`config.mk`:
```
export PLATFORM = sky130hd
export DESIGN_NAME = hazard_issue_ctrl
export DESIGN_NICKNAME = d
export VERILOG_FILES = /design/src/rtl/hazard_pkg.sv /design/src/rtl/hazard_scoreboard.sv /design/src/rtl/hazard_issue_ctrl.sv
export SDC_FILE = /design/constraint.sdc
export NUM_CORES = 1
export LEC_CHECK = 0
export CAP_MARGIN = 25
export CORE_MARGIN = 2
export CORE_UTILIZATION = 41
export DETAILED_ROUTE_END_ITERATION = 16
export PLACE_DENSITY = 0.64
export SLEW_MARGIN = 10
export SYNTH_ARGS = -nofsm -noshare
export SYNTH_HDL_FRONTEND = slang
export SYNTH_SLANG_ARGS = --single-unit
```
`constraint.sdc`:
```
create_clock -name clk -period 3.2 [get_ports clk]
set_input_delay 0.64 -clock clk [delete_from_list [all_inputs] [get_ports clk]]
set_output_delay 0.64 -clock clk [all_outputs]
set_load 0.01 [all_outputs]
```
`src/rtl/hazard_pkg.sv`:
```
// Shared constants and helpers for the superscalar ID-stage hazard controller.
package hazard_pkg;

  localparam int REG_AW   = 5;
  localparam int NUM_REGS = 1 << REG_AW;

  // Width of a per-register countdown that must hold values 0..load_lat.
  function automatic int cnt_width(input int load_lat);
    return $clog2(load_lat + 1);
  endfunction

  // Low bit of lane `lane` inside a bus of lanes packed field_w bits apart.
  function automatic int lane_lsb(input int lane, input int field_w);
    return lane * field_w;
  endfunction

endpackage

```
`src/rtl/hazard_scoreboard.sv`:
```
// Per-register load-latency scoreboard: a register is busy while its
// countdown, loaded when a load to it issues, is nonzero.
module hazard_scoreboard #(
  parameter int ISSUE_W  = 2,
  parameter int LOAD_LAT = 1,
  parameter int REG_AW   = hazard_pkg::REG_AW
) (
  input  logic                          clk,
  input  logic                          reset,
  input  logic [2*ISSUE_W*REG_AW-1:0]   i_lk_reg,
  output logic [2*ISSUE_W-1:0]          o_lk_busy,
  input  logic [ISSUE_W*REG_AW-1:0]     i_set_rd,
  input  logic [ISSUE_W-1:0]            i_set_en
);
  import hazard_pkg::*;

  localparam int CW    = cnt_width(LOAD_LAT);
  localparam int NREGS = 1 << REG_AW;

  logic [CW-1:0]    r_cnt [1:NREGS-1];
  logic [NREGS-1:1] w_set;
  logic [NREGS-1:0] w_busy;

  always_comb begin
    // NOTE: every variable gets a default before any conditional write, so no latch is inferred.
    w_set  = '0;
    w_busy = '0;
    for (int r = 1; r < NREGS; r++) begin
      for (int l = 0; l < ISSUE_W; l++) begin
        if (i_set_en[l] && (i_set_rd[lane_lsb(l, REG_AW) +: REG_AW] == REG_AW'(r)))
          w_set[r] = 1'b1;
      end
      w_busy[r] = (r_cnt[r] != '0);
    end
  end

  always_comb begin
    o_lk_busy = '0;
    for (int p = 0; p < 2*ISSUE_W; p++)
      o_lk_busy[p] = w_busy[i_lk_reg[lane_lsb(p, REG_AW) +: REG_AW]];
  end

  // A fresh load restarts the countdown even if an older one is still running.
  always_ff @(posedge clk) begin
    if (reset) begin
      // NOTE: this array is control state, not data storage, so every entry is reset.
      for (int r = 1; r < NREGS; r++) r_cnt[r] <= '0;
    end else begin
      for (int r = 1; r < NREGS; r++) begin
        if (w_set[r])
          r_cnt[r] <= CW'(LOAD_LAT);
        else if (r_cnt[r] != '0)
          r_cnt[r] <= r_cnt[r] - CW'(1);
      end
    end
  end

endmodule

```
`src/rtl/hazard_issue_ctrl.sv`:
```
// In-order multi-lane issue control for the ID stage: scoreboard and
// intra-bundle RAW checks, bundle splitting, stall and bubble generation.
module hazard_issue_ctrl #(
  parameter int ISSUE_W  = 2,
  parameter int LOAD_LAT = 1,
  parameter int REG_AW   = hazard_pkg::REG_AW
) (
  input  logic                       clk,
  input  logic                       reset,
  input  logic                       flush,
  input  logic [ISSUE_W-1:0]         id_valid,
  input  logic [ISSUE_W*REG_AW-1:0]  id_rs,
  input  logic [ISSUE_W*REG_AW-1:0]  id_rt,
  input  logic [ISSUE_W*REG_AW-1:0]  id_rd,
  input  logic [ISSUE_W-1:0]         id_reg_write,
  input  logic [ISSUE_W-1:0]         id_mem_read,
  output logic [ISSUE_W-1:0]         issue,
  output logic [ISSUE_W-1:0]         bubble,
  output logic                       pc_write,
  output logic                       ifid_write,
  output logic                       split_active
);
  import hazard_pkg::*;

  logic [ISSUE_W-1:0]          r_done;
  logic [ISSUE_W-1:0]          w_pending;
  logic [ISSUE_W-1:0]          w_issue;
  logic [ISSUE_W-1:0]          w_sb_hz;
  logic [ISSUE_W-1:0]          w_set_en;
  logic [2*ISSUE_W*REG_AW-1:0] w_lk_reg;
  logic [2*ISSUE_W-1:0]        w_lk_busy;
  logic                        w_all_issued;

  // Lookup ports 0..ISSUE_W-1 carry rs, ISSUE_W..2*ISSUE_W-1 carry rt.
  assign w_lk_reg  = {id_rt, id_rs};
  assign w_pending = id_valid & ~r_done;

  hazard_scoreboard #(
    .ISSUE_W  (ISSUE_W),
    .LOAD_LAT (LOAD_LAT),
    .REG_AW   (REG_AW)
  ) u_scoreboard (
    .clk       (clk),
    .reset     (reset),
    .i_lk_reg  (w_lk_reg),
    .o_lk_busy (w_lk_busy),
    .i_set_rd  (id_rd),
    .i_set_en  (w_set_en)
  );

  always_comb begin
    w_sb_hz = '0;
    for (int i = 0; i < ISSUE_W; i++)
      w_sb_hz[i] = w_lk_busy[i] | w_lk_busy[ISSUE_W + i];
  end

  // A lane issues only if every older pending lane issues too; forwarding
  // covers same-cycle producers only once they have left ID, hence the RAW check.
  always_comb begin
    logic [ISSUE_W-1:0] iss;
    logic               chain_ok;
    logic               raw;
    logic [REG_AW-1:0]  rd_k;
    iss      = '0;
    chain_ok = 1'b1;
    raw      = 1'b0;
    rd_k     = '0;
    for (int j = 0; j < ISSUE_W; j++) begin
      raw = 1'b0;
      for (int k = 0; k < j; k++) begin
        rd_k = id_rd[lane_lsb(k, REG_AW) +: REG_AW];
        if (iss[k] && id_reg_write[k] && (rd_k != '0) &&
            ((rd_k == id_rs[lane_lsb(j, REG_AW) +: REG_AW]) ||
             (rd_k == id_rt[lane_lsb(j, REG_AW) +: REG_AW])))
          raw = 1'b1;
      end
      if (w_pending[j]) begin
        if (chain_ok && !w_sb_hz[j] && !raw)
          iss[j] = 1'b1;
        else
          chain_ok = 1'b0;
      end
    end
    w_issue = flush ? '0 : iss;
  end

  always_comb begin
    w_set_en = '0;
    for (int i = 0; i < ISSUE_W; i++)
      w_set_en[i] = w_issue[i] & id_mem_read[i] & id_reg_write[i] &
                    (id_rd[lane_lsb(i, REG_AW) +: REG_AW] != '0);
  end

  assign w_all_issued = ((w_pending & ~w_issue) == '0);
  assign issue        = w_issue;
  assign bubble       = id_valid & ~w_issue;
  assign pc_write     = flush | w_all_issued;
  assign ifid_write   = flush | w_all_issued;
  assign split_active = |r_done;

  always_ff @(posedge clk) begin
    // NOTE: state registers use non-blocking assignments so all flops update together.
    if (reset)
      r_done <= '0;
    else if (flush || w_all_issued)
      r_done <= '0;
    else
      r_done <= r_done | w_issue;
  end

endmodule

```
# Word-level counts from Yosys, hierarchy flattened
# Memories as Yosys holds them, arrays and structs flattened.
# Cells that the tools add are included.
# classes
n_addsub	31
n_bitwise	77
reduce_logical	76
n_lt_le_gt_ge	4
muxes	358
n_eq_ne	64
# ops
operator	n
2-to-1 mux 1 bit	353
equality test 5 bit, second input constant	32
equality test 5 x 4 -> 1 bit, second input constant	16
logical AND 1 bit	67
bitwise OR 1 bit	65
equality test 5 x 3 -> 1 bit, second input constant	8
subtractor 1 bit, second input constant	31
less-than comparator 5 x 6 -> 1 bit, second input constant	4
binary-select mux 1 bit (select 5 bit)	4
equality test 5 x 2 -> 1 bit, second input constant	4
equality test 5 x 1 -> 1 bit, second input constant	2
equality test 5 bit	2
nonzero test 5 bit	2
AND 1 bit	6
AND 2 bit	3
NOT 2 bit	2
OR reduction 2 bit	2
zero test 1 bit	2
zero test 2 bit	1
logical OR 1 bit	2
2-to-1 mux 2 bit	1
bitwise OR 2 bit	1
# totals
output_inout_bits	7
ff_bits	2
n_memories	1
mem_bits_rw	31
wordCells	612
in_bits	39
# mem_list
memory	depth	word_bits	read_ports	rd_ports_with_merged_regs	wr	line	rtl
u_scoreboard.r_cnt	31	1	31	0	31	hazard_scoreboard.sv:20	logic [CW-1:0] r_cnt [1:NREGS-1];

# Longest topological paths before layout
# Gate-level depths: netlist of the first run.
# An unclocked memory read counts as a cell.
# depth
depth_word	26
mapped_depth	11

# By module
# A second synthesis of the first run with hierarchy kept.
# unflattened
hier_cells	403
area_unflattened_um2	3464.6
# modules_own_cells
module	seq_area_each_um2	cells_each	area_per_inst_um2	n_inst
hazard_scoreboard	930.9	350	3059.2	1
hazard_issue_ctrl	40.0	53	405.4	1

# Worst setup path before layout of the first run
# Ideal clock, no wire load.
# synth_timing
path_kind	input port to output port
from	input port id_rs[2]
to	output port pc_write
required_ns	2.560
path_buffers	3
setup_slack_ns	-0.185
arrival_ns	2.745
cell_stages	10
cell_sequence	buf_4 > mux4_2 > mux4_2 > nand2b_1 > o211ai_2 > a21oi_2 > buf_6 > a31oi_1 > or2_2 > buf_4
# synth_via
elab_chain_cells	18
# synth_lines
element	line	rtl
start: declaration	hazard_issue_ctrl.sv:12	input logic [ISSUE_W*REG_AW-1:0] id_rs,
binary-select mux 1 bit (select 5 bit) *	hazard_scoreboard.sv:40	o_lk_busy[p] = w_busy[i_lk_reg[lane_lsb(p, REG_AW) +: REG_AW]];
2-to-1 mux 1 bit (not written as such) *	hazard_scoreboard.sv:40	
bitwise OR 1 bit *	hazard_issue_ctrl.sv:54	w_sb_hz[i] = w_lk_busy[i] | w_lk_busy[ISSUE_W + i];
2-to-1 mux 1 bit *	hazard_issue_ctrl.sv:78	if (chain_ok && !w_sb_hz[j] && !raw)
2-to-1 mux 1 bit	hazard_issue_ctrl.sv:77	if (w_pending[j]) begin
logical AND 1 bit (3 in a row)	hazard_issue_ctrl.sv:72	if (iss[k] && id_reg_write[k] && (rd_k != '0) &&
2-to-1 mux 1 bit	hazard_issue_ctrl.sv:72	
zero test 1 bit	hazard_issue_ctrl.sv:78	
logical AND 1 bit	hazard_issue_ctrl.sv:78	
2-to-1 mux 1 bit	hazard_issue_ctrl.sv:78	
2-to-1 mux 1 bit	hazard_issue_ctrl.sv:77	
2-to-1 mux 2 bit *	hazard_issue_ctrl.sv:84	w_issue = flush ? '0 : iss;
NOT 2 bit *	hazard_issue_ctrl.sv:94	assign w_all_issued = ((w_pending & ~w_issue) == '0);
AND 2 bit *	hazard_issue_ctrl.sv:94	
zero test 2 bit *	hazard_issue_ctrl.sv:94	
bitwise OR 1 bit *	--	
end: declaration	hazard_issue_ctrl.sv:19	output logic pc_write,
# Every way passes the cells marked *; elsewhere a longest branch is shown, timed or not. The select of a mux whose other input is x is not followed.

# Final worst setup path of the first run
# layout_timing
from	input port id_rt[4]
to	output port ifid_write
# layout_via
elab_chain_cells	18
# layout_lines
element	line	rtl
start: declaration	hazard_issue_ctrl.sv:13	input logic [ISSUE_W*REG_AW-1:0] id_rt,
binary-select mux 1 bit (select 5 bit) *	hazard_scoreboard.sv:40	
2-to-1 mux 1 bit (not written as such) *	hazard_scoreboard.sv:40	
bitwise OR 1 bit *	hazard_issue_ctrl.sv:54	
2-to-1 mux 1 bit *	hazard_issue_ctrl.sv:78	
2-to-1 mux 1 bit	hazard_issue_ctrl.sv:77	
logical AND 1 bit (3 in a row)	hazard_issue_ctrl.sv:72	
2-to-1 mux 1 bit	hazard_issue_ctrl.sv:72	
zero test 1 bit	hazard_issue_ctrl.sv:78	
logical AND 1 bit	hazard_issue_ctrl.sv:78	
2-to-1 mux 1 bit	hazard_issue_ctrl.sv:78	
2-to-1 mux 1 bit	hazard_issue_ctrl.sv:77	
2-to-1 mux 2 bit *	hazard_issue_ctrl.sv:84	
NOT 2 bit *	hazard_issue_ctrl.sv:94	
AND 2 bit *	hazard_issue_ctrl.sv:94	
zero test 2 bit *	hazard_issue_ctrl.sv:94	
bitwise OR 1 bit *	hazard_issue_ctrl.sv:98	assign ifid_write = flush | w_all_issued;
end: declaration	hazard_issue_ctrl.sv:20	output logic ifid_write,
# Marks and branches as above.

==> flow_summary.toml, run 1 <==
[global_route]
grt_usage = 0.2665
grt_pass1_vias = 3747
antenna_found_initial = 0
grt_overflow = 0
grt_max_degree = 65
grt_pass1_wl_um = 20040

[cells_and_area]
fin_nets = 573
drive_gt1_frac = 0.3458
fillerInstances = 727
post-route-cell-area_sq_mm = 0.005167
diodes = 0
fin_util = 0.6013
area_growth_pct = 44.86
instances_no_fill = 643

[yosys]
yosysTopAreaCell = "edfxtp_1"
syn_area_sq_mm = 0.003567
ys_warn_count = 0
synth_async_sr_flop_share = 0
yosysSeqAreaShare = 0.2722
synthTopCellsByCount = "79 x nand2_1, 35 x nor2_1, 31 x edfxtp_1"
syn_inst = 413
synth_cell_type_count = 53
synth_top_area_share = 0.2610
yosys-top-cells-area = "edfxtp_1 26%, mux4_2 11%, nand2_1 8.3%, mux2i_1 6.2%, nor2b_1 5.1%"
synth_nets = 452
synth-edff-count = 31
syn_avg_cell_area_sq_um = 8.637
ys_ff_latch = 33
synth_most_common_cell = "nand2_1"
synthFlopType = "edfxtp_1"

[sta]
period_share = 1.006
period_needed_ns = 3.220
tightest_slew_ns = 0.6239
hold_violations = 0
rsz0062_at_grt = "yes"
setup_slack_ns = -0.01957
clock_skew_ns = 0.004823
max_slew_margin = 0.5802
setup_viol = 2
final_max_slew_viol_count = 0
max_freq_mhz = 310.6

[routing]
wl_met2_um = 6227
drcViolationCount = 0
highest_layer = "met4"
num_vias = 3848
drt-met1-wl_um = 5462
postRouteAntennaNets = 0
firstDrtPassIters = 5
wl_met3_um = 789
routed_via_density = 5.984
drtIter0Drc = 276
avgRoutedWirePerCell_um = 19.84
wl_um = 12760

[floorplan]
dieArea_sq_mm = 0.009462
core_area_sq_mm = 0.008593
die_x_um = 97.28
die_h_um = 97.28
num_rows = 34
start_util = 0.4151
boundaryPins = 46

[placement]
place_area_sq_mm = 0.004688
gp_congestion = 0.9782
port_buffers = 45
dp_hpwl_um = 9368
preCtsSetupSlack_ns = -0.9589
placedCellCount = 615

[clock_network]
cts.sinks = 33
cts_buffer_depth = 2
cts_made_buffers = 5
htree_levels = 2
clkSlewWorstSetupHoldPaths_ns = 0.07
cts_tree = "built"
clockRootBuffer = "clkbuf_8"
clock_latency_ns = 0.28

[run_status]
status = "finished, violations left"
violations = "setup timing"

[power_and_ir_drop]
power_leakage_nw = 1.979
ir_worst_vdd_uv = 216.9
power.density_mw_per_mm2 = 272.5

[critical_path]
path_class = "input pin to output port"
endpoint_kind = "output port"
reg2reg_slack_ns = 0.12
critPathLaunchType = "input pin"
worstPathArrival_ns = 2.58
cp_max_fo = 4
required_ns = 2.56

[flow_run]
cap_viol_max_count = 0

[min_path]
holdCritPathClass = "flop to flop"
critical path, cell delays in order:
cell and delay (ns):
clkdlybuf4s50_1 0.53, buf_4 0.14, nand2_1 0.05, a21oi_1 0.13, and3_1 0.21, nor4_2 0.06, buf_4 0.17, a21oi_4 0.21
a31oi_4 0.05, or2_4 0.27, buf_6 0.12
per-layer routing:
| layer | up-vias | global-route usage |
|---|---|---|
| met1 | 1849 | 0.3609 |
| li1 | 1799 | - |
| met4 | 0 | 0.05983 |
| met2 | 176 | 0.4567 |
| met3 | 24 | 0.03597 |
| met5 | - | 0 |
through the flow:
step / hold slack, ns / TNS [ns] / power, W
finish: 0.5209 / -0.03888 / 0.001408
global route: 0.5438 / -0.1652 / 0.001467
CTS: 0.5334 / -0.1415 / 0.001385
detailed placement: 0.5231 / -36.86 / 0.0009518
global placement: 0.5177 / -33.36 / 0.0009454
floorplan: 0.4720 / -0.03431 / 0.0007582
final timing paths:
check                                 start                        to  cells after the start
hold reg to reg                   r_done[0]                 r_done[0]                      2
hold / removal                    r_done[0]                 r_done[0]                      2
setup reg to reg  u_scoreboard.r_cnt[13][1]  u_scoreboard.r_cnt[3][1]                      8
setup / recovery                   id_rt[4]                ifid_write                     11
sequential cells by signal, summed over array words and instances, names as in the netlist:
| name | count |
|---|---|
| u_scoreboard.r_cnt | 31 |
| r_done | 2 |
where the power goes:
part | leakage (nW) | switching [W] | total [W] | internal [W]
registers | 0.348 | 0.0000223 | 0.000513 | 0.000490
clock network | 0.0528 | 0.000163 | 0.000393 | 0.000230
logic | 1.58 | 0.000246 | 0.000502 | 0.000256
total | 1.98 | 0.000432 | 0.00141 | 0.000976
kinds of logic after synthesis:
family / after synthesis / share of synthesized area
flip-flops: 33 / 0.2722
buffers and inverters: 41 / 0.05051
multiplexers: 47 / 0.1943
AND/OR/NAND/NOR: 222 / 0.3167
XOR/XNOR: 10 / 0.02455
AO/OA/AOI/OAI: 60 / 0.1417
layout by cell type, fill, tap and decap left out, types with 2 or more instances in the layout:
master,count
buf_4,93
nand2_1,79
nor2_1,31
edfxtp_1,31
nor2b_1,25
clkdlybuf4s50_1,23
or3_1,20
mux2i_1,19
o32ai_1,19
mux4_2,17
nand3_1,14
xnor2_1,10
nor3b_1,10
buf_6,10
o32a_1,9
mux2_2,7
inv_1,6
dlygate4sd2_1,6
a21oi_1,5
and3_1,5
nand2b_1,5
clkbuf_8,5
clkbuf_2,5
buf_2,5
a22oi_1,4
buf_12,4
mux2i_2,3
a311o_1,3
nor2_2,3
nand3b_1,3
nor3_1,3
nor2b_2,2
nor4_2,2
a2111oi_4,2
nor2b_4,2
o22ai_1,2
nor4_1,2
dlymetal6s2s_1,2
dfxtp_1,2
what timing repair did:
| action | CTS | global route |
|---|---|---|
| hold buffers | 0 | 0 |
| endpoints found under the hold margin | 0 | 0 |
| gates resized for setup | 82 | 27 |
| buffers inserted | 8 | 12 |
| pin swaps | 17 | 14 |
| cloned | 1 | 0 |
| endpoints found under the setup margin | 68 | 18 |
area by class of cell:
cell class,instances,area (sq um),share of cell area
clock buffers,6,72.57,0.01404
inverters,6,22.52,0.004358
repair buffers,149,1281,0.2479
clock inverters,2,33.78,0.006538
multi-input cells,339,2651,0.5131
flip-flops and latches,33,970.9,0.1879
well taps,108,135.1,0.02615
(Power assumes the default switching activity.)
==> run 2, diff against run 1 <==
--- a/config.mk
+++ b/config.mk
@@ -6,9 +6,11 @@
 export NUM_CORES = 1
 export LEC_CHECK = 0
 export CAP_MARGIN = 25
+export CORE_ASPECT_RATIO = 1.1
 export CORE_MARGIN = 2
 export CORE_UTILIZATION = 41
 export DETAILED_ROUTE_END_ITERATION = 16
+export HOLD_SLACK_MARGIN = 0.12
 export PLACE_DENSITY = 0.64
 export SLEW_MARGIN = 10
 export SYNTH_ARGS = -nofsm -noshare
==> flow_summary.toml, run 2 (synthesis results as in run 1) <==
[sta]
final_max_slew_viol_count = 0
clock_skew_ns = 0.006903
rsz0062_at_grt = "yes"
tightest_slew_ns = 0.9732
setup_viol = 4
setup_slack_ns = -0.06071
period_needed_ns = 3.261
max_slew_margin = 0.3512
max_freq_mhz = 306.7
setup_tns_ns = -0.1266
period_share = 1.019
hold_violations = 0

[critical_path]
critPathLaunchType = "input pin"
rr_startpoint = "u_scoreboard.r_cnt[13][1]"
cp_max_fo = 5
worstPathArrival_ns = 2.62
path_class = "input pin to output port"
required_ns = 2.56
path_cells = "clkdlybuf4s50_1, or4_1, and4_4, nand3_4, buf_12, a31oi_4, or2_4, buf_6"
endpoint_kind = "output port"
reg2reg_slack_ns = 0.01
crit_slowest_cell = "clkdlybuf4s50_1"
slowest_delay_ns = 0.56
crit_start = "id_rs[9]"

[flow_run]
cap_viol_max_count = 0

[placement]
port_buffers = 45
dp_hpwl_um = 9223
gp_congestion = 0.9547

[floorplan]
num_rows = 35
die_x_um = 92.94
core_area_sq_mm = 0.008408
dieArea_sq_mm = 0.009464
die_h_um = 101.8
start_util = 0.4243
boundaryPins = 46

[cells_and_area]
largest_registers = "u_scoreboard.r_cnt (31), r_done (2)"
diodes = 0
final_cell_mix = "84 x buf_4, 79 x nand2_1, 33 x nor2_1"
largest_reg_flops = 31
drive_gt1_frac = 0.3696
fin_util = 0.6333
area_growth_pct = 49.28
layout_commonest_cell = "buf_4"
fin_nets = 571
fillerInstances = 728
regMostFlops = "u_scoreboard.r_cnt"

[clock_network]
cts_tree = "built"
clockRootBuffer = "clkbuf_8"
clock_latency_ns = 0.28
clkSlewWorstSetupHoldPaths_ns = 0.07
cts.sinks = 33
cts_made_buffers = 5
htree_levels = 2
cts_buffer_depth = 2

[global_route]
grt_max_degree = 65
grt_pass1_vias = 3723
grt_usage = 0.2682
antenna_found_initial = 0
grt_overflow = 0
grt_pass1_wl_um = 19490

[routing]
firstDrtPassIters = 5
drcViolationCount = 0
wl_um = 12630
postRouteAntennaNets = 0
drtIter0Drc = 264
avgRoutedWirePerCell_um = 19.62
routed_via_density = 5.988
num_vias = 3856

[power_and_ir_drop]
power.total_w = 0.001351
power.density_mw_per_mm2 = 253.8
ir_worst_vdd_uv = 221.9
power_leakage_nw = 2.022

[run_status]
status = "finished, violations left"
violations = "setup timing"

[min_path]
holdCritPathClass = "flop to flop"
min_from = "r_done[0]"
[run 2: changes by cell type in the layout (fill, tap and decap cells not counted), moves of 3 or more]
cell	before	now
buf_6	10	17
buf_2	5	2
clkbuf_2	5	9
dlymetal6s2s_1	2	5
clkdlybuf4s50_1	23	20
dlygate4sd2_1	6	2
buf_4	93	84
o32ai_1	19	9
nor2_2	3	0
o32ai_2	1	10
[run 2: per-layer routing]
metal	track usage	share of wire	vias up	wire [um]
met5	0	0	-	0
met2	0.4822	0.51	169	6487
met3	0.03171	0.069	24	870
met4	0.06787	0.019	0	239
met1	0.3458	0.40	1872	5037
li1	-	-	1791	-
[run 2: worst paths after layout]
path / to / depth (start not counted)
max: ifid_write / 8
max reg2reg: u_scoreboard.r_cnt[9][0] / 11
min reg2reg: r_done[0] / 2
min: r_done[0] / 2
[run 2: worst max-delay path, delay by kind of cell]
kind | cells | cell delay, ns
and+or+nand+nor | 4 | 1.12
buffers and inverters | 3 | 0.80
AOI/OAI and AO/OA | 1 | 0.07
[run 2: area by class of cell]
type	count	area, sq um	share of cell area
inverter	6	22.52	0.004229
sequential	33	970.9	0.1823
tap	111	138.9	0.02608
timing repair buffer	147	1310	0.2460
multi-input combinational	339	2801	0.5261
clock buffer	5	68.82	0.01292
clock inverter	3	12.51	0.002350
[run 2: per-stage QoR]
| stage | setup WS, ns | instance area, sq um | instances | hold WS (ns) |
|---|---|---|---|---|
| 6_report | -0.06071 | 5325 | 644 | 0.5100 |
| 3_5_place_dp | -0.9127 | 4669 | 615 | 0.5096 |
| 2_1_floorplan | -0.03431 | 3625 | 413 | 0.4720 |
| 3_3_place_gp | -0.8852 | 4669 | 615 | 0.4940 |
| 4_1_cts | -0.1926 | 5089 | 633 | 0.5188 |
| 5_1_grt | -0.1301 | 5325 | 644 | 0.5444 |
[run 2: repair_timing]
item / 4_1_cts / 5_1_grt
pin swaps: 13 / 17
gates cloned: 1 / 0
hold buffers: 0 / 0
setup endpoints to repair: 68 / 28
gates resized for setup: 93 / 57
setup buffers: 11 / 12
[run 2: where the power goes]
group | internal [W] | total [W] | leakage (nW) | switching (W)
clock network | 0.000146 | 0.000300 | 0.0430 | 0.000154
registers | 0.000490 | 0.000514 | 0.348 | 0.0000238
logic | 0.000278 | 0.000537 | 1.63 | 0.000259
total | 0.000914 | 0.00135 | 2.02 | 0.000437
